File: config.mk
export PLATFORM = sky130hd
export DESIGN_NAME = demux_4_stream
export DESIGN_NICKNAME = d
export VERILOG_FILES = /design/src/rtl/demux_4_stream.sv
export SDC_FILE = /design/constraint.sdc
export NUM_CORES = 1
export LEC_CHECK = 0
export ABC_AREA = 1
export BUFFER_PORTS_ARGS = -buffer_cell sky130_fd_sc_hd__buf_4
export CAP_MARGIN = 15
export CORE_MARGIN = 2
export CORE_UTILIZATION = 45
export DETAILED_ROUTE_END_ITERATION = 8
export PLACE_DENSITY = 0.73
export SKIP_CTS_REPAIR_TIMING = 1
export SYNTH_ARGS = -nofsm -noshare
export SYNTH_HDL_FRONTEND = slang
export SYNTH_SLANG_ARGS = --single-unit
export TNS_END_PERCENT = 10
File: constraint.sdc
create_clock -name clk -period 2.1 [get_ports clk]
set_clock_uncertainty 0.05 [all_clocks]
set_input_delay 0.315 -clock clk [delete_from_list [all_inputs] [get_ports clk]]
set_output_delay 0.315 -clock clk [all_outputs]
set_load 0.02 [all_outputs]
File: src/rtl/demux_4_stream.sv
// Four-lane stream demultiplexer: one upstream port feeds four registered
// output lanes, either to a selected lane (unicast) or to all lanes (broadcast).

module demux_4_stream_lane #(
  parameter int DATA_W = 27
) (
  input  logic              clk,
  input  logic              rst,
  input  logic              wr_en,
  input  logic [DATA_W-1:0] wr_data,
  input  logic              rd_ready,
  output logic [DATA_W-1:0] data,
  output logic              valid,
  output logic              free
);
  logic [DATA_W-1:0] data_q, data_d;
  logic              valid_q, valid_d;

  // A lane can take a new word when empty or when its word leaves this cycle.
  assign free  = ~valid_q | rd_ready;
  assign data  = data_q;
  assign valid = valid_q;

  always_comb begin
    data_d  = data_q;
    valid_d = valid_q;
    if (wr_en) begin
      data_d  = wr_data;
      valid_d = 1'b1;
    end else if (rd_ready) begin
      valid_d = 1'b0;
    end
  end

  always_ff @(posedge clk) begin
    if (rst) begin
      data_q  <= '0;
      valid_q <= 1'b0;
    end else begin
      data_q  <= data_d;
      valid_q <= valid_d;
    end
  end
endmodule

module demux_4_stream #(
  parameter int data_length = 27
) (
  input  logic                   clk,
  input  logic                   rst,
  input  logic                   in_valid,
  output logic                   in_ready,
  input  logic [data_length-1:0] in_data,
  input  logic [1:0]             in_sel,
  input  logic                   in_bcast,
  output logic [data_length-1:0] out_0,
  output logic [data_length-1:0] out_1,
  output logic [data_length-1:0] out_2,
  output logic [data_length-1:0] out_3,
  output logic [3:0]             out_valid,
  input  logic [3:0]             out_ready,
  output logic [15:0]            drop_count
);
  localparam int NUM_LANES = 4;

  logic [NUM_LANES-1:0]                  lane_free;
  logic [NUM_LANES-1:0]                  wr_en;
  logic [NUM_LANES-1:0][data_length-1:0] lane_data;
  logic                                  accept;
  logic [15:0]                           drop_count_q, drop_count_d;

  // Broadcast waits for every lane so the four copies land together.
  always_comb begin
    in_ready = 1'b0;
    if (!rst) in_ready = in_bcast ? &lane_free : lane_free[in_sel];
  end

  assign accept = in_valid & in_ready;

  for (genvar i = 0; i < NUM_LANES; i++) begin : g_lane
    assign wr_en[i] = accept & (in_bcast | (in_sel == 2'(i)));
    demux_4_stream_lane #(.DATA_W(data_length)) u_lane (
      .clk      (clk),
      .rst      (rst),
      .wr_en    (wr_en[i]),
      .wr_data  (in_data),
      .rd_ready (out_ready[i]),
      .data     (lane_data[i]),
      .valid    (out_valid[i]),
      .free     (lane_free[i])
    );
  end

  assign out_0 = lane_data[0];
  assign out_1 = lane_data[1];
  assign out_2 = lane_data[2];
  assign out_3 = lane_data[3];

  always_comb begin
    drop_count_d = drop_count_q;
    if (in_valid && !in_ready && drop_count_q != 16'hFFFF)
      drop_count_d = drop_count_q + 16'd1;
  end

  always_ff @(posedge clk) begin
    if (rst) drop_count_q <= '0;
    else     drop_count_q <= drop_count_d;
  end

  assign drop_count = drop_count_q;
endmodule

==> results.md, run 1 <==
- Outcome: finished, final reports clean
- Leading cell type by number of instances after synthesis: sky130_fd_sc_hd__nand2_1
- Synth-to-Final Area Change: 37.00%
- Area of combinational cells with multiple inputs: between 2000 and 2500 µm²
- Mean instance size in the synthesized netlist: just under 8 µm²
- Overall die area: 12660 µm²
- Prevailing post-synth register cell: sky130_fd_sc_hd__dfxtp_1
- Startpoint types: register
- Total negative slack: 0 ps
- NumNets Final: 867
- Number of design rule violations left after detail routing: 0
- Top cells by count, synth: sky130_fd_sc_hd__nand2_1, sky130_fd_sc_hd__a21oi_1, sky130_fd_sc_hd__dfxtp_1, sky130_fd_sc_hd__nand4_1, sky130_fd_sc_hd__clkbuf_1
- Via count of the first global-routing pass: slightly above 5000
- Seq pwr share: approximately two fifths
- Final setup violating endpoints: 0
- RSZ-0062 raised after global routing: false
- Routed wire length: around 17 mm
- Tightest Pin Transition: 631.0 ps
- Net count of the mapped netlist: 723
- Via count normalized by instance count: roughly 5.6
- CTS clk-pin slew, worst paths: around 60 ps
- Synth async-reset ratio: 0%
- Area taken by flip-flops and latches: between 2000 and 3000 µm²
- Combined global-route utilization of all metal layers: 25.87%
- Setup Crit Path Kind: register to output pin
- Cells along the critical path: inv_1 -> nor2_1 -> nand2_1 -> nand3_1 -> nor2_4 -> buf_12 -> buf_6
- Proportion of power drawn by the clock network: 46.4%
- Sum of buffers and inverters on the critical path: 3
- Buffers added on ports: roughly 170
- Overall overflow remaining after global route: 0
- Pin count of the biggest net entering global routing: 63
- Chip height: around 110 µm
- Longest Clk Path Bufs: 2
- PD cells: 869.5 nW/µm²
- Critical path fanouts, max: 31
- CP peak stage delay: 310 ps
- Critical Path Sink Type: output pin
- Site Rows: 39
- Area of the core region: roughly 11000 µm²
- Depth of the CTS H-tree: 4
- Number of flip-flops and latches in the synthesized netlist: ~130
- Routability congestion estimate from global placement: approximately 0.9
- Launching element of the worst setup path: g_lane[3].u_lane.valid
- Vias post-DR: 5565
- Routing usage on met2: roughly 43%
- Switching fraction of total power: between 20% and 30%
- Initial DRC count: 478
- Number of antenna violations at the first check in global routing: 0
- Placed wire-length estimate: ~11 mm
- Root buf cell: sky130_fd_sc_hd__clkbuf_16
- Share of the yosys chip area belonging to registers: slightly below 50%
- Final critical delay including setup and external delays: 1977 ps
- Number of fillers in the final layout: ~1000
- Clock tree from TritonCTS: built
- TritonCTS sink count: roughly 130
- Peak supply drop: 0.0004423 V
- Final Hold Vio Count: 0
- Global routing usage on met3: 6.479%
- CP Data Arrival Time: approximately 1600 ps
- Ratio of final minimum period to clock period: about 94%
- Initial Util: 46.21%
- Slowest cell on the critical path: sky130_fd_sc_hd__dfxtp_1
- Logic gate share of total power: between 10% and 20%
- Number of distinct library cells after synthesis: 21
- Leak: 2.873 nW
- Cell-internal power: roughly 4.6 mW
- Fin. max-slew vios: 0
- Cell Area, Synth: approximately 5300 µm²
- Top Ports: approximately 170
- Wire per inst: 16.91 µm
- Chip Width: between 100 and 150 µm
- Dpl cells: 950
- Start point of the worst min-delay path: out_ready[0]
- Number of enable-type register cells in the synthesized netlist: 0
- Share of post-route cells with drive strength above 1: approximately 28%
- Post-Syn Instances: 685
- Antenna fix cells: 0
- Area of all placed cells without fillers: ~7300 µm²
- Synthesis warning total: 0
- Net Switching: 1.702 mW
- Latest clock arrival within the worst-skew pair: around 400 ps
- Most area-hungry cell type in the Yosys netlist: sky130_fd_sc_hd__dfxtp_1
- Post-DRT Antenna Nets: 0
- Cts bufs inserted: 17
- Top Family by Delay on Critical Path: simple AND/OR/NAND/NOR gates
- First-pass detailed-route iteration total: 8
- Upper clock frequency limit: 505.8 MHz
- Layer with the highest usage after global routing: met2
- Share of the synthesized area in the top cell type: 48.36%
- Hold/Removal Path Class: primary input to register
- Max Cap Violations: 0
- Relative max-transition margin: 57.94%
- Final std cells w/o fill: 985
- Worst flop-to-flop path startpoint: drop_count[1]
- Met1 layer usage reported by global route: 32.30%
- Global-route wire length before repair: 26.33 mm
- Most area-consuming cells after synthesis: sky130_fd_sc_hd__dfxtp_1, sky130_fd_sc_hd__nand4_1, sky130_fd_sc_hd__a21oi_1, sky130_fd_sc_hd__nand2_1, sky130_fd_sc_hd__clkbuf_1
- Data required time of the worst path: approximately 1700 ps
- Cell area reported after detailed placement: between 6000 and 7000 µm²
## path summary, 6_finish.rpt
check | end | slack, ps | depth (start not counted)
worst max register to register | drop_count[11] | 260 | 7
worst max-delay path | in_ready | 120 | 7
worst min-delay path | g_lane[0].u_lane.valid | 120 | 4
worst min register to register | g_lane[1].u_lane.data[2] | 410 | 2
## cell families after synthesis
group	share of synthesized area, %
adders and majority gates	0.2361
and+or+nand+nor	29.89
buffers and inverters	7.320
AOI/OAI and AO/OA	12.37
xor gates and xnor gates	1.818
DFF	48.36
## per-stage QoR
step / power (mW) / setup slack [ps] / util, % / hold WS, ps
2_1_floorplan: 3.067 / 288.4 / - / 432.8
3_3_place_gp: 3.398 / 149.5 / 57.84 / 398.9
3_5_place_dp: 3.413 / 25.36 / 57.84 / 403.9
4_1_cts: 6.334 / -52.00 / 63.03 / 109.3
5_1_grt: 6.541 / 10.64 / 63.31 / 126.7
6_report: 6.312 / 122.9 / 63.31 / 125.0
## final cells by class
class | count | share of cell area (%)
clock buffer | 18 | 6.050
clock inverter | 14 | 2.154
inverter | 24 | 1.241
multi-input combinational | 467 | 32.47
sequential | 128 | 35.30
tap | 143 | 2.465
timing repair buffer | 191 | 20.32
## metal layers
layer	wire length (µm)	vias to the layer above
met5	0	-
met4	367	0
met3	1290	30
met2	8262	238
met1	6733	2625
li1	-	2672
## power groups by stage
| stage | Clock (mW) | Sequential (mW) | Combinational (mW) |
|---|---|---|---|
| global route | 3.09 | 2.59 | 0.862 |
| finish | 2.93 | 2.58 | 0.803 |
| detailed placement | 0 | 2.63 | 0.786 |
| floorplan | 0 | 2.73 | 0.342 |
| CTS | 2.97 | 2.58 | 0.789 |
| global placement | 0 | 2.63 | 0.771 |
## cell usage in the layout, fill, tap and decap left out, types with 9 or more instances in the layout
cell type                     n
sky130_fd_sc_hd__nor2_1      20
sky130_fd_sc_hd__clkbuf_16   17
sky130_fd_sc_hd__buf_4      187
sky130_fd_sc_hd__dfxtp_1    128
sky130_fd_sc_hd__xor2_1       9
sky130_fd_sc_hd__nand3_1     26
sky130_fd_sc_hd__a21oi_1    129
sky130_fd_sc_hd__inv_1       24
sky130_fd_sc_hd__nand2_1    159
sky130_fd_sc_hd__nand4_1    110
## flip-flops by register name, indices dropped and copies added, names as in the netlist
register and flops:
drop_count 16, g_lane.u_lane.data 108, g_lane.u_lane.valid 4
## worst min-delay path, stage by stage
cell and delay, ps:
sky130_fd_sc_hd__buf_4 80, sky130_fd_sc_hd__nor2_1 40, sky130_fd_sc_hd__inv_1 40, sky130_fd_sc_hd__a21oi_1 50
Power figures use the tool's default switching activity.
==> run 2: changes to the inputs <==
--- a/config.mk
+++ b/config.mk
@@ -11,7 +11,7 @@
 export CORE_MARGIN = 2
 export CORE_UTILIZATION = 45
 export DETAILED_ROUTE_END_ITERATION = 8
-export PLACE_DENSITY = 0.73
+export PLACE_DENSITY = 0.76
 export SKIP_CTS_REPAIR_TIMING = 1
 export SYNTH_ARGS = -nofsm -noshare
 export SYNTH_HDL_FRONTEND = slang
==> constraint.sdc (replaced) <==
create_clock -name clk -period 1.7 [get_ports clk]
set_clock_uncertainty 0.05 [all_clocks]
set_input_delay 0.255 -clock clk [delete_from_list [all_inputs] [get_ports clk]]
set_output_delay 0.255 -clock clk [all_outputs]
set_load 0.02 [all_outputs]
==> results.md, run 2 (synthesis results as in run 1) <==
- Via count normalized by instance count: 5.776 (+2.2%)
- Peak supply drop: 0.0006986 V (+58%)
- Routability congestion estimate from global placement: 0.8930 (-0.50%)
- Initial Util: 46.21% (unchanged)
- Startpoint types: register
- Hold Path Depth: 4 (unchanged)
- Chip height: 112.5 µm (unchanged)
- Cell-internal power: 5.983 mW (+30%)
- Dominant cell type by count on the critical path: sky130_fd_sc_hd__buf_12
- Outcome: complete, but fails checks
- Overall overflow remaining after global route: 0 (unchanged)
- Number of fillers in the final layout: 898 (-8.8%)
- Upper clock frequency limit: roughly 550 MHz
- Top Ports: 166 (unchanged)
- Start point of the worst min-delay path: out_ready[0]
- Flip-flop count of the largest register after layout: 108 (unchanged)
- Clock tree from TritonCTS: built
- Critical path fanouts, max: 5 (-84%)
- CTS clk-pin slew, worst paths: 60 ps (about the same)
- Reg2Reg Depth: 12 (+5)
- Seq pwr share: 39.7% (-1.1 points)
- Combined global-route utilization of all metal layers: 25.14% (-0.74 points)
- Latest clock arrival within the worst-skew pair: 410 ps (about the same)
- NumNets Final: 886 (+2.2%)
- Worst Hold End: g_lane[0].u_lane.valid
- Buffers added on ports: 165 (unchanged)
- Number of antenna violations at the first check in global routing: 0 (unchanged)
- Share of post-route cells with drive strength above 1: 30.70% (+3.0 points)
- Synth-to-Final Area Change: 44.46%
- Net Switching: 2.052 mW (+21%)
- Violated checks: negative setup slack
- Placed wire-length estimate: 10.71 mm (-2.2%)
- Worst R2R Setup Slack: -70 ps (-330 ps)
- Dpl ws: -145.3 ps (-170.6 ps)
- Worst flop-to-flop path startpoint: g_lane[2].u_lane.valid
- Most frequent cells in the layout: sky130_fd_sc_hd__buf_4, sky130_fd_sc_hd__nand2_1, sky130_fd_sc_hd__a21oi_1, sky130_fd_sc_hd__dfxtp_1, sky130_fd_sc_hd__nand4_1
- Antenna fix cells: 0 (unchanged)
- Post-DRT Antenna Nets: 0 (unchanged)
- Root buf cell: sky130_fd_sc_hd__clkbuf_16
- Global-route wire length before repair: 25.79 mm (-2.0%)
- Critical Path Sink Type: output pin
- Vias post-DR: 5793 (+4.1%)
- Data required time of the worst path: 1390 ps (-350 ps)
- Overall die area: 12660 µm² (unchanged)
- First-pass detailed-route iteration total: 6 (-2)
- Pin count of the biggest net entering global routing: 129 (+100%)
- Switching fraction of total power: 25.54% (-1.4 points)
- Cells along the critical path: inv_1 -> nor2_2 -> nand2_1 -> nand2_2 -> nor2_4 -> buf_12 -> buf_12 -> buf_8
- Setup ws final: -130.1 ps (-253.0 ps)
- Initial DRC count: 596 (+25%)
- Leak: 3.065 nW (+6.7%)
- Routed wire length: 17.70 mm (+6.3%)
- Number of design rule violations left after detail routing: 0 (unchanged)
- Ratio of final minimum period to clock period: 107.7%
- CP Data Arrival Time: 1530 ps (-80 ps)
- Longest Clk Path Bufs: 2 (unchanged)
- Area of all placed cells without fillers: 7655 µm² (+5.4%)
- Fin. max-slew vios: 0 (unchanged)
- PD cells: 1050 nW/µm² (+21%)
- Util after Layout: 66.75% (+3.4 points)
- Wire per inst: 17.65 µm (+4.4%)
- Chip Width: 112.5 µm (unchanged)
- Dpl cells: 952 (+0.21%)
- Hold/Removal Path Class: primary input to register
- Final Hold Vio Count: 0 (unchanged)
- Cts bufs inserted: 17 (unchanged)
- Proportion of power drawn by the clock network: 46.3% (about the same)
- Final critical delay including setup and external delays: approximately 1800 ps
- RSZ-0062 raised after global routing: true
- Logic gate share of total power: 14.0% (+1.3 points)
- Cell area reported after detailed placement: 6725 µm² (+1.4%)
- Setup Crit Path Kind: register to output pin
- TritonCTS sink count: 128 (unchanged)
- Most common cell after layout, fill and taps aside: sky130_fd_sc_hd__buf_4
- Reg-to-reg critical path endpoint: g_lane[2].u_lane.data[24]
- Final std cells w/o fill: 1003 (+1.8%)
- Via count of the first global-routing pass: 5049 (-2.6%)
- Site Rows: 39 (unchanged)
- Depth of the CTS H-tree: 4 (unchanged)
- Max Cap Violations: 0 (unchanged)
- CP peak stage delay: 320 ps (about the same)
- Relative max-transition margin: 61.64% (+3.7 points)
- Tightest Pin Transition: 575.3 ps (-55.62 ps)
- Area of the core region: 11470 µm² (unchanged)
- Slowest cell on the critical path: sky130_fd_sc_hd__dfxtp_2
- Final setup violating endpoints: 44 (+44)
## run 2: changes by cell type in the layout (fill, tap and decap cells not counted), sizes merged
cell      change
buf          +14
bufinv        +1
clkbuf        +9
clkinvlp      -2
inv           -4
## run 2: layer usage
layer / part of all wire [%] / GRT usage, % / vias up
met5: 0 / 0 / -
met4: 2.2 / 9.675 / 0
met2: 48 / 40.16 / 289
li1: - / - / 2715
met1: 41 / 33.23 / 2752
met3: 8.8 / 5.832 / 37
## run 2: critical path: cells and delay by family (launching register included)
family	cells	cell delay (ps)
flip-flops	1	320
AND/OR/NAND/NOR	4	380
buffers and inverters	4	410
## run 2: area by class of cell
type / instances / area (µm²) / area share [%]
Clock buffer: 22 / 474.2 / 6.195
Clock inverter: 9 / 132.6 / 1.733
Timing Repair Buffer: 210 / 1808 / 23.62
Multi-Input combinational cell: 467 / 2402 / 31.38
Tap cell: 143 / 178.9 / 2.337
Inverter: 24 / 90.09 / 1.177
Sequential cell: 128 / 2569 / 33.56
## run 2: power by group through the flow
stage,Sequential [mW],Clock (mW),Combinational [mW]
final,3.19,3.72,1.12
after global routing,3.20,3.88,1.19
after CTS,3.19,3.75,0.987
after detailed placement,3.25,0,0.984
after global placement,3.25,0,0.966
after floorplan,3.37,0,0.422
## run 2: per-stage QoR
stage                     power, mW  setup TNS [ps]  hold slack [ps]
final                         8.034           -1419            59.98
after floorplan               3.790               0            372.8
after global placement        4.214           -3700            399.2
after global routing          8.273          -10210            57.91
after detailed placement      4.233           -9383            405.1
after CTS                     7.929          -403.8            58.77
## run 2: how the worst max path moves through the flow
stage,startpoint,endpoint,cells past startpoint
floorplan,drop_count[0],drop_count[5],8
global placement,in_bcast,in_ready,8
detailed placement,in_bcast,in_ready,8
CTS,g_lane[3].u_lane.valid,in_ready,7
global route,g_lane[1].u_lane.valid,in_ready,8
finish,g_lane[1].u_lane.valid,in_ready,8
